**config.mk**
```make
export PLATFORM = sky130hd
export DESIGN_NAME = data_sram_bridge
export DESIGN_NICKNAME = d
export VERILOG_FILES = /design/src/rtl/data_sram_bridge_pkg.sv /design/src/rtl/data_sram_bridge_load_align.sv /design/src/rtl/data_sram_bridge.sv
export SDC_FILE = /design/constraint.sdc
export NUM_CORES = 1
export LEC_CHECK = 0
export CELL_PAD_IN_SITES_DETAIL_PLACEMENT = 1
export CELL_PAD_IN_SITES_GLOBAL_PLACEMENT = 2
export CORE_MARGIN = 1
export CORE_UTILIZATION = 17
export CTS_CLUSTER_SIZE = 24
export DETAILED_ROUTE_END_ITERATION = 8
export PLACE_DENSITY_LB_ADDON = 0.15
export SLEW_MARGIN = 10
export SYNTH_ARGS = -nofsm -noshare
export SYNTH_HDL_FRONTEND = slang
export SYNTH_SLANG_ARGS = --single-unit
```
**constraint.sdc**
```tcl
create_clock -name clk -period 5.15 [get_ports clk]
set_clock_uncertainty 0.2 [all_clocks]
set_input_delay 0.515 -clock clk [delete_from_list [all_inputs] [get_ports clk]]
set_output_delay 0.515 -clock clk [all_outputs]
set_load 0.02 [all_outputs]
```
**src/rtl/data_sram_bridge_pkg.sv**
```systemverilog
// Shared definitions for the data SRAM bridge: transfer-size encodings,
// FSM state encoding and the alignment helper.
package data_sram_bridge_pkg;

    localparam logic [1:0] SZ_BYTE = 2'b00;
    localparam logic [1:0] SZ_HALF = 2'b01;
    localparam logic [1:0] SZ_WORD = 2'b10;

    typedef enum logic [1:0] {
        IDLE = 2'd0,
        REQ  = 2'd1,
        WAIT = 2'd2,
        DONE = 2'd3
    } bridgeState_t;

    // Size 2'b11 falls into the default branch and is checked as a word.
    function automatic logic isMisaligned(input logic [1:0] size, input logic [1:0] addrLo);
        logic bad;
        case (size)
            SZ_BYTE: bad = 1'b0;
            SZ_HALF: bad = addrLo[0];
            default: bad = (addrLo != 2'b00);
        endcase
        return bad;
    endfunction

endpackage

```
**src/rtl/data_sram_bridge_load_align.sv**
```systemverilog
// Load-data extraction: picks the addressed byte/half out of the bus word
// and sign- or zero-extends it to 32 bits.
module load_align
    import data_sram_bridge_pkg::*;
(
    input  logic [31:0] rdata,
    input  logic [1:0]  addr,
    input  logic [1:0]  size,
    input  logic        isSigned,
    output logic [31:0] result
);

    logic [7:0]  byteSel;
    logic [15:0] halfSel;

    always_comb begin
        case (addr)
            2'd0:    byteSel = rdata[7:0];
            2'd1:    byteSel = rdata[15:8];
            2'd2:    byteSel = rdata[23:16];
            default: byteSel = rdata[31:24];
        endcase
        halfSel = addr[1] ? rdata[31:16] : rdata[15:0];

        case (size)
            SZ_BYTE: result = {{24{isSigned & byteSel[7]}}, byteSel};
            SZ_HALF: result = {{16{isSigned & halfSel[15]}}, halfSel};
            default: result = rdata;
        endcase
    end

endmodule

```
**src/rtl/data_sram_bridge.sv**
```systemverilog
// Bridges the M-stage load/store port onto an addr_ok/data_ok SRAM-style bus,
// stalling the pipeline until the transfer completes.
//
// state | meaning
// IDLE  | no access in flight; an aligned mem_enM issues the request at once
// REQ   | request presented, waiting for addr_ok
// WAIT  | address accepted, waiting for data_ok
// DONE  | one-cycle completion: stall released, load data presented
module data_sram_bridge
    import data_sram_bridge_pkg::*;
#(
    parameter bit KSEG_MAP = 1'b1
)
(
    input  logic        clk,
    input  logic        rst,
    input  logic        mem_enM,
    input  logic        memwriteM,
    input  logic [1:0]  mem_sizeM,
    input  logic        mem_signedM,
    input  logic [31:0] aluoutM,
    input  logic [31:0] writedataM,
    output logic [31:0] readdataM,
    output logic        stallM,
    output logic        addr_errM,
    output logic        data_req,
    output logic        data_wr,
    output logic [1:0]  data_size,
    output logic [31:0] data_addr,
    output logic [3:0]  data_wstrb,
    output logic [31:0] data_wdata,
    input  logic        data_addr_ok,
    input  logic        data_data_ok,
    input  logic [31:0] data_rdata
);

    bridgeState_t stateQ, stateNext;
    logic [31:0]  capturedData;
    logic [31:0]  alignedData;
    logic [31:0]  physAddr;
    logic [31:0]  laneData;
    logic [3:0]   laneStrb;
    logic [1:0]   busSize;
    logic         misaligned;
    logic         reqActive;
    logic         captureEn;

    assign misaligned = isMisaligned(mem_sizeM, aluoutM[1:0]);
    assign addr_errM  = mem_enM & misaligned & (stateQ == IDLE);
    assign readdataM  = capturedData;

    // kseg0/kseg1 both alias the low 512 MB of physical space.
    always_comb begin
        physAddr = aluoutM;
        if (KSEG_MAP && aluoutM[31:30] == 2'b10)
            physAddr = {3'b000, aluoutM[28:0]};
    end

    always_comb begin
        busSize  = SZ_WORD;
        laneStrb = 4'b1111;
        laneData = writedataM;
        case (mem_sizeM)
            SZ_BYTE: begin
                busSize  = SZ_BYTE;
                laneStrb = 4'b0001 << aluoutM[1:0];
                laneData = {4{writedataM[7:0]}};
            end
            SZ_HALF: begin
                busSize  = SZ_HALF;
                laneStrb = aluoutM[1] ? 4'b1100 : 4'b0011;
                laneData = {2{writedataM[15:0]}};
            end
            default: ;
        endcase
        if (!memwriteM)
            laneStrb = 4'b0000;
    end

    always_comb begin
        stateNext = stateQ;
        reqActive = 1'b0;
        stallM    = 1'b0;
        case (stateQ)
            IDLE, REQ: begin
                if (stateQ == REQ || (mem_enM && !misaligned)) begin
                    reqActive = 1'b1;
                    stallM    = 1'b1;
                    if (data_addr_ok && data_data_ok)
                        stateNext = DONE;
                    else if (data_addr_ok)
                        stateNext = WAIT;
                    else
                        stateNext = REQ;
                end
            end
            WAIT: begin
                stallM = 1'b1;
                if (data_data_ok)
                    stateNext = DONE;
            end
            default: stateNext = IDLE;
        endcase
    end

    // Entering DONE only happens on a legitimate completion, so stray data_ok is never captured.
    assign captureEn = (stateNext == DONE) && (stateQ != DONE) && !memwriteM;

    assign data_req   = reqActive;
    assign data_wr    = reqActive & memwriteM;
    assign data_size  = reqActive ? busSize  : 2'b00;
    assign data_addr  = reqActive ? physAddr : 32'h0;
    assign data_wstrb = reqActive ? laneStrb : 4'b0000;
    assign data_wdata = reqActive ? laneData : 32'h0;

    load_align uLoadAlign (
        .rdata    (data_rdata),
        .addr     (aluoutM[1:0]),
        .size     (mem_sizeM),
        .isSigned (mem_signedM),
        .result   (alignedData)
    );

    always_ff @(posedge clk) begin
        if (!rst) begin
            stateQ       <= IDLE;
            capturedData <= 32'h0;
        end else begin
            stateQ <= stateNext;
            if (captureEn)
                capturedData <= alignedData;
        end
    end

endmodule

```
Word level (Yosys, flattened, before mapping)
Index checks and enable logic that the tools add are counted.
{"block": "word_totals", "register_bits": 34, "inputBits": 105, "output_inout_bits": 106, "wordCells": 50}
{"block": "op_classes", "eq_ne": 8, "shifts": 1, "mux": 22, "bitwise_logic": 5, "n_reduce_logical": 12}
{"operator": "32-bit case mux with 2 select lines", "count": 2}
{"operator": "32-bit two-way mux", "count": 3}
{"operator": "8-bit case mux with 3 select lines", "count": 1}
{"operator": "16-bit two-way mux", "count": 1}
{"operator": "4-bit two-way mux", "count": 3}
{"operator": "2-bit two-way mux", "count": 5}
{"operator": "2-bit equality test, second input constant", "count": 4}
{"operator": "2-bit case mux with 2 select lines", "count": 2}
{"operator": "4-bit case mux with 2 select lines", "count": 1}
{"operator": "2-bit by 1-bit equality test with 1-bit output, second input constant", "count": 3}
{"operator": "2-bit logical NOT", "count": 3}
{"operator": "1-bit AND", "count": 5}
{"operator": "1-bit logical AND", "count": 4}
{"operator": "1-bit case mux with 2 select lines", "count": 2}
{"operator": "1-bit by 2-bit << shifter with 4-bit output, first input constant", "count": 1}
{"operator": "1-bit logical NOT", "count": 2}
{"operator": "1-bit two-way mux", "count": 2}
{"operator": "2-bit inequality test, second input constant", "count": 1}
{"operator": "2-bit nonzero test", "count": 1}
{"operator": "2-bit OR reduction", "count": 1}
{"operator": "1-bit logical OR", "count": 1}

Logic depth before layout (Yosys ltp)
Gate-level depths: netlist of run 1.
{"block": "depth", "depth_word": 10, "depth_mapped": 8, "ltp_nobuf": 5}

Hierarchy
A second synthesis of run 1 with hierarchy kept.
{"block": "unflattened", "hier_cells": 421, "area_unflattened_um2": 3258.1}
{"module": "data_sram_bridge", "instances": 1, "cells_each": 306, "area_each_um2": 2382.3, "seq_area_each_um2": 680.7}
{"module": "load_align", "instances": 1, "cells_each": 115, "area_each_um2": 875.8, "seq_area_each_um2": 0.0}

Worst setup path before layout of run 1
No wires, ideal clock.
{"block": "synth_path", "path_type": "input to output", "startpoint": "input port mem_sizeM[1]", "endpoint": "output port data_wstrb[1]", "arrival_time_ns": 1.901, "required_ns": 4.435, "slack_ns": 2.534, "stages": 7, "path_buffers": 2, "cell_sequence": "buf_4 -> a21oi_1 -> o21ai_0 -> a21o_1 -> inv_1 -> clkbuf_1 -> o211a_1"}
{"block": "synth_between", "elab_chain_cells": 8, "word_cells_on_any_way": 11, "classes_between": "eq/ne: 1; mux: 6; reduce/logical: 4"}
{"item": "from (decl)", "line_no": "data_sram_bridge.sv:19", "source": "input logic [1:0] mem_sizeM,"}
{"item": "2-bit by 1-bit equality test with 1-bit output or 2-bit logical NOT (tied branches)", "line_no": "data_sram_bridge_pkg.sv:19", "source": "case (size)"}
{"item": "1-bit case mux with 2 select lines (*)", "line_no": "data_sram_bridge_pkg.sv:19"}
{"item": "1-bit logical NOT (*)", "line_no": "data_sram_bridge.sv:86", "source": "if (stateQ == REQ || (mem_enM && !misaligned)) begin"}
{"item": "1-bit logical AND (*)", "line_no": "data_sram_bridge.sv:86"}
{"item": "1-bit logical OR (*)", "line_no": "data_sram_bridge.sv:86"}
{"item": "1-bit two-way mux (*)", "line_no": "data_sram_bridge.sv:86"}
{"item": "1-bit two-way mux (*)", "line_no": "data_sram_bridge.sv:84", "source": "case (stateQ)"}
{"item": "net data_req", "line_no": "data_sram_bridge.sv:26", "source": "output logic data_req,"}
{"item": "4-bit two-way mux (*)", "line_no": "data_sram_bridge.sv:113", "source": "assign data_wstrb = reqActive ? laneStrb : 4'b0000;"}
{"item": "to (decl)", "line_no": "data_sram_bridge.sv:30", "source": "output logic [3:0] data_wstrb,"}
The timed path passes the listed nets; every way through them passes the cells marked *.

Worst setup path after layout of run 1
{"block": "layout_path", "startpoint": "input port mem_sizeM[0]", "endpoint": "output port data_wstrb[3]"}
{"block": "layout_between", "elab_chain_cells": 8, "word_cells_on_any_way": 11, "classes_between": "eq/ne: 1; mux: 6; reduce/logical: 4"}
{"item": "2-bit by 1-bit equality test with 1-bit output or 2-bit logical NOT (tied branches)", "line_no": "data_sram_bridge_pkg.sv:19, data_sram_bridge.sv:63"}
{"item": "1-bit case mux with 2 select lines", "line_no": "data_sram_bridge_pkg.sv:19"}
{"item": "1-bit logical NOT", "line_no": "data_sram_bridge.sv:86"}
{"item": "1-bit logical AND", "line_no": "data_sram_bridge.sv:86"}
{"item": "1-bit logical OR", "line_no": "data_sram_bridge.sv:86"}
{"item": "1-bit two-way mux", "line_no": "data_sram_bridge.sv:86"}
{"item": "1-bit two-way mux", "line_no": "data_sram_bridge.sv:84"}
{"item": "4-bit two-way mux (*)", "line_no": "data_sram_bridge.sv:113"}
Every way passes the cells marked *; elsewhere a longest branch is shown, timed or not.

==> metrics, run 1 <==
HPWL Detailed=10.9 mm; sequential-to-total area share from yosys stat=0.259; r2r endpoint=readdataM[13]; Worst-Margin Slew=1.22 ns; Slew Viols, Final=0; post-layout min period=4.17 ns; CTS tree=done; worst setup path end=data_wstrb[3]; Rel. slew slack=0.186; initial DRC count=158; DR WL/cell=19.6 µm; Reg-to-Reg Start=stateQ[0]; CP arrival=3.45 ns; Buf+Inv Stages, Crit Path=3; row count=45; Register Area=681 µm²; # IOs=211; Worst-path clk slew=0.05 ns; setup ws final=0.983 ns; Yosys cell types=33; Critical Path Start Type=input port; max-cap viol count=0; CP Depth=7; DP Area=0.00482 mm²; fin nets=636; CP endpoint kind=output pin; Crit path top cell by count=clkdlybuf4s50_1; CP Data Required Time=4.43 ns; Fill cells=1,770; Core Region=0.0151 mm²; Yosys top cell area share=0.259; die height=126 µm; Finish-stage setup viols=0; Final TNS setup=0 ns; post-place setup slack=0.844 ns; number of synthesized flops with an enable pin=0; Commonest cells post-synth=a21oi_1 (67), and2_1 (40), nor2_1 (38); root buffer cell=clkbuf_16; worst vdd ir=105 µV; CP cell instances=clkdlybuf4s50_1, nor2_2, o21ai_0, a21o_1, inv_1, and3_1, clkdlybuf4s50_1; Setup CP Type=input port to output pin; crit share post-route=0.809; Post-CTS Setup Bufs=0; Layout Area Growth over Synthesis=89.9%; 1st-pass router iterations=6; total CTS buffers=5; total gr overflow=0; Layout Cells excl Fill=720; #FFs+latches synth=34; RD Place Congestion=0.725; largest net degree at the start of global routing=45; PostCTS Resize Cnt=0; YS warnings=0; Hold Fails Final Rpt=0; Post-Syn Nets=451; GRT Util Overall=0.173; family with the most delay on the worst path=buffers and inverters; Setup crit start=mem_sizeM[0]; vias in the first global route=3,681; worst reg2reg path depth=4; diode count=0; Clock Latency Late Sink=0.28 ns; Synth Cell Area=0.00263 mm²; slowest cell on the critical path=inv_1; ys flop type=dfxtp_1; DRC Markers=0; hold buffers post-CTS=0; dominant cell type by area after synthesis=dfxtp_1; port bufs=210; Pleak=1.81 nW; flop-to-flop setup slack=2.58 ns; max incr delay on CP=0.72 ns; Mapped Cells=346; Multi-input gate area=0.00173 mm²; Core Util, Final=0.329; first-pass GRT wire length=21.2 mm; die footprint=0.0159 mm²; initial antenna violation count=0; RSZ-0062 raised after global routing=false; post-detailed-route via-to-cell ratio=4.65; layout cells sized above 1=0.0583; async set-reset flop share out of synthesis=0; CTS H-tree depth=2; Sink Count=34; Mean Syn Cell Area=7.59 µm²; Initial Utilization=0.173; status=complete, no violations; count leader, synth=a21oi_1; Max Root-Sink Buffers=2; Finished Cell Area=0.00499 mm²; Cell Pwr Density=226 mW/mm²; drt total wl=14.1 mm; via count=3,351; Die X=126 µm; Min-Delay Path Class=register to register; FMAX=240 MHz; Cells after DPL=712; peak fanout along the critical path=44; Antenna Violating Nets Remaining=0; Synth area leaders=dfxtp_1 (26%), a21oi_1 (13%), and2_1 (9.5%)
==> power by group <==
group | switching [mW] | internal [mW] | total (mW)
logic | 0.258 | 0.243 | 0.501
registers | 0.0101 | 0.278 | 0.288
clock network | 0.113 | 0.226 | 0.339
total | 0.380 | 0.748 | 1.13
==> cells in the final DEF, fill, tap and decap left out <==
master / netlist / final
buf_4: 1 / 7
nand2b_1: 1 / 1
a21oi_1: 67 / 67
dfxtp_1: 34 / 34
mux2i_1: 25 / 25
o21bai_1: 1 / 1
a221oi_1: 7 / 7
o211a_1: 2 / 2
o21ai_0: 5 / 5
or4_4: 1 / 1
a21o_1: 3 / 3
nor3b_1: 4 / 3
and2_1: 40 / 40
nand2_1: 18 / 18
buf_2: 9 / 1
o2111ai_1: 1 / 1
clkinv_2: 0 / 2
or2_2: 1 / 1
and2_4: 1 / 1
bufinv_16: 0 / 1
inv_1: 8 / 8
clkbuf_16: 0 / 5
or3b_2: 1 / 1
clkdlybuf4s50_1: 0 / 209
and3_1: 3 / 3
a311oi_1: 25 / 25
a2111oi_4: 1 / 1
o211ai_1: 1 / 1
nor3b_2: 0 / 1
a211oi_2: 7 / 7
and4b_1: 1 / 1
nor2_1: 38 / 38
a22oi_1: 9 / 9
nor4bb_2: 0 / 1
nor2_2: 1 / 1
==> state kept, by name (all words and copies together) (netlist names) <==
register / cells
readdataM: 32
stateQ: 2
==> worst min-delay path by stage <==
stage	end	cells past startpoint	startpoint	slack, ns
floorplan	stateQ[0]	2	stateQ[1]	0.37
global placement	readdataM[29]	2	readdataM[29]	0.31
detailed placement	readdataM[10]	2	readdataM[10]	0.32
CTS	readdataM[10]	2	readdataM[10]	0.33
global route	readdataM[29]	2	readdataM[29]	0.35
finish	readdataM[10]	2	readdataM[10]	0.32
==> worst register-to-register path, delay by kind of cell, from the launching register on <==
kind / cells / cell delay [ns]
DFF: 1 / 0.39
and+or+nand+nor: 1 / 0.56
AOI/OAI and AO/OA: 3 / 1.23
==> kinds of logic after synthesis <==
| kind of cell | count (synthesis) | synth area share |
|---|---|---|
| compound gates | 129 | 0.339 |
| buf+inv | 47 | 0.0872 |
| flops | 34 | 0.259 |
| mux | 25 | 0.0953 |
| simple gates | 111 | 0.220 |
==> through the flow <==
step	hold WS [ns]	power (mW)
floorplan	0.375	0.535
global placement	0.309	0.798
detailed placement	0.323	0.799
CTS	0.329	1.15
global route	0.348	1.18
finish	0.321	1.13
==> routing by layer <==
layer | up-vias | GRT usage | wire length [µm]
met1 | 1570 | 0.202 | 5840
met5 | - | 0 | 0
met2 | 148 | 0.310 | 6980
li1 | 1627 | - | -
met3 | 6 | 0.0548 | 1220
met4 | 0 | 0.0305 | 100
==> layout make-up <==
type,instances,share of cell area
Timing Repair Buffer,217,0.431
Multi-Input combinational cell,265,0.346
Sequential cell,34,0.136
Tap cell,188,0.0472
Clock buffer,5,0.0251
Clock inverter,3,0.00803
Inverter,8,0.00602
(Power assumes the default switching activity.)
==> run 2: changes to the inputs <==
--- a/config.mk
+++ b/config.mk
@@ -8,7 +8,7 @@
 export CELL_PAD_IN_SITES_DETAIL_PLACEMENT = 1
 export CELL_PAD_IN_SITES_GLOBAL_PLACEMENT = 2
 export CORE_MARGIN = 1
-export CORE_UTILIZATION = 17
+export CORE_UTILIZATION = 16
 export CTS_CLUSTER_SIZE = 24
 export DETAILED_ROUTE_END_ITERATION = 8
 export PLACE_DENSITY_LB_ADDON = 0.15
==> constraint.sdc (replaced) <==
create_clock -name clk -period 4.4 [get_ports clk]
set_clock_uncertainty 0.2 [all_clocks]
set_input_delay 0.44 -clock clk [delete_from_list [all_inputs] [get_ports clk]]
set_output_delay 0.44 -clock clk [all_outputs]
set_load 0.02 [all_outputs]
==> run 2 against run 1 <==
Combinational power rose by 18%. Sequential share of layout area is 0.14 points lower. Via count is 1.4% higher. Non-clock buffer count up 2. Flip-flop and latch count unchanged. Clock-buffer cell count increased by 3. Clock power up 14%. Wire length is 2.5% higher. Sequential power increased by 17%. Critical path type unchanged. Largest cell class unchanged.
==> metrics, run 2 (synthesis results as in run 1) <==
Post-CTS Setup Bufs=0 (unchanged); Slew Viols, Final=0 (unchanged); Setup CP Type=input port to output pin (unchanged); CP cell instances=clkdlybuf4s50_1, a21oi_1, o21ai_0, a21o_1, buf_4, inv_1, buf_4, and2_1, clkdlybuf4s50_1 (was clkdlybuf4s50_1, nor2_2, o21ai_0, a21o_1, inv_1, and3_1, clkdlybuf4s50_1); port bufs=210 (unchanged); post-detailed-route via-to-cell ratio=4.53 (was 4.65); DP Area=0.00487 mm² (was 0.00482 mm²); 1st-pass router iterations=4 (was 6); Hold Fails Final Rpt=0 (unchanged); CTS tree=done (unchanged); layout cells sized above 1=0.0618 (was 0.0583); status=complete, no violations (unchanged); DRC Markers=0 (unchanged); Cells after DPL=742 (was 712); peak fanout along the critical path=39 (was 44); Clock Latency Late Sink=0.27 ns (was 0.28 ns); Max Root-Sink Buffers=2 (unchanged); via count=3,399 (was 3,351); crit share post-route=0.849; die footprint=0.0169 mm² (was 0.0159 mm²); Pleak=1.81 nW (about the same); Final TNS setup=0 ns (unchanged); Worst-Margin Slew=1.21 ns (was 1.22 ns); commonest non-fill, non-tap cell in the layout=clkdlybuf4s50_1 (unchanged); Min-Delay Path Class=register to register (unchanged); DR WL/cell=19.3 µm (was 19.6 µm); # IOs=211 (unchanged); Rel. slew slack=0.191 (was 0.186); CTS H-tree depth=2 (unchanged); Critical Path Start Type=input port (unchanged); initial DRC count=104 (was 158); max-cap viol count=0 (unchanged); Die X=130 µm (was 126 µm); initial antenna violation count=0 (unchanged); Worst-path clk slew=0.05 ns (about the same); total gr overflow=0 (unchanged); RD Place Congestion=0.752 (was 0.725); row count=46 (was 45); Fin Hold WS=0.321 ns (about the same); total power=1.31 mW (was 1.13 mW); CP endpoint kind=output pin (unchanged); fin nets=638 (was 636); Core Util, Final=0.316 (was 0.329); vias in the first global route=3,692 (was 3,681); Initial Utilization=0.165 (was 0.173); Core Region=0.0159 mm² (was 0.0151 mm²); diode count=0 (unchanged); Finished Cell Area=0.00504 mm² (was 0.00499 mm²); Layout Area Growth over Synthesis=91.9% (was 89.9%); Finish-stage setup viols=0 (unchanged); setup ws final=0.666 ns (was 0.983 ns); FMAX=268 MHz; total CTS buffers=5 (unchanged); die height=130 µm (was 126 µm); post-place setup slack=0.628 ns (was 0.844 ns); worst vdd ir=121 µV (was 105 µV); root buffer cell=clkbuf_16 (unchanged); most frequent cells in the layout=clkdlybuf4s50_1 (209), a21oi_1 (67), and2_1 (40), nor2_1 (38), dfxtp_1 (34) (unchanged); RSZ-0062 raised after global routing=false (unchanged); GRT Util Overall=0.169 (was 0.173); Sink Count=34 (unchanged); Buf+Inv Stages, Crit Path=5 (was 3); CP Data Required Time=3.76 ns (was 4.43 ns); post-layout min period=3.73 ns; Antenna Violating Nets Remaining=0 (unchanged); family with the most delay on the worst path=buffers and inverters (unchanged); PostCTS Resize Cnt=0 (unchanged); CP arrival=3.09 ns (was 3.45 ns); Largest register FFs=32 (unchanged); HPWL Detailed=11.3 mm (was 10.9 mm); first-pass GRT wire length=21.5 mm (was 21.2 mm); slowest cell on the critical path=clkdlybuf4s50_1 (was inv_1); Cell Pwr Density=261 mW/mm² (was 226 mW/mm²); max incr delay on CP=0.63 ns (was 0.72 ns); drt total wl=14.5 mm (was 14.1 mm); hold buffers post-CTS=0 (unchanged); Layout Cells excl Fill=750 (was 720); largest net degree at the start of global routing=40 (was 45)
-- run 2: cell count changes in the layout (fill, tap and decap cells not counted), sizes merged --
| cell | change |
|---|---|
| buf | +2 |
| clkbuf | +3 |
| clkinv | -2 |
| bufinv | -1 |
-- run 2: tightest hold or removal path, cell delays in order, from the launching register on --
cell and delay [ns]:
dfxtp_1 0.31, a21oi_1 0.11, a311oi_1 0.06
-- run 2: per-layer routing --
metal | track usage | wire [µm] | up-vias
met2 | 0.302 | 7010 | 171
li1 | - | - | 1627
met1 | 0.182 | 5470 | 1587
met4 | 0.0383 | 204 | 0
met5 | 0 | 0 | -
met3 | 0.0726 | 1800 | 14
-- run 2: final timing paths --
kind,start,to,slack (ns),depth (start not counted)
min,readdataM[7],readdataM[7],0.32,2
max,aluoutM[0],data_addr[11],0.67,9
min reg2reg,readdataM[7],readdataM[7],0.32,2
max reg2reg,stateQ[0],readdataM[26],2.00,5
-- run 2: where the power goes --
part | internal, mW | leakage (nW) | switching (mW)
combinational | 0.287 | 1.45 | 0.304
sequential | 0.326 | 0.277 | 0.0114
clock | 0.256 | 0.0832 | 0.131
total | 0.869 | 1.81 | 0.446
-- run 2: layout make-up --
class	instances	area, µm²
well taps	216	270
inverters	8	30.0
clock buffers	8	166
flip-flops and latches	34	681
multi-input cells	265	1730
fillers	1877	10900
repair buffers	219	2160
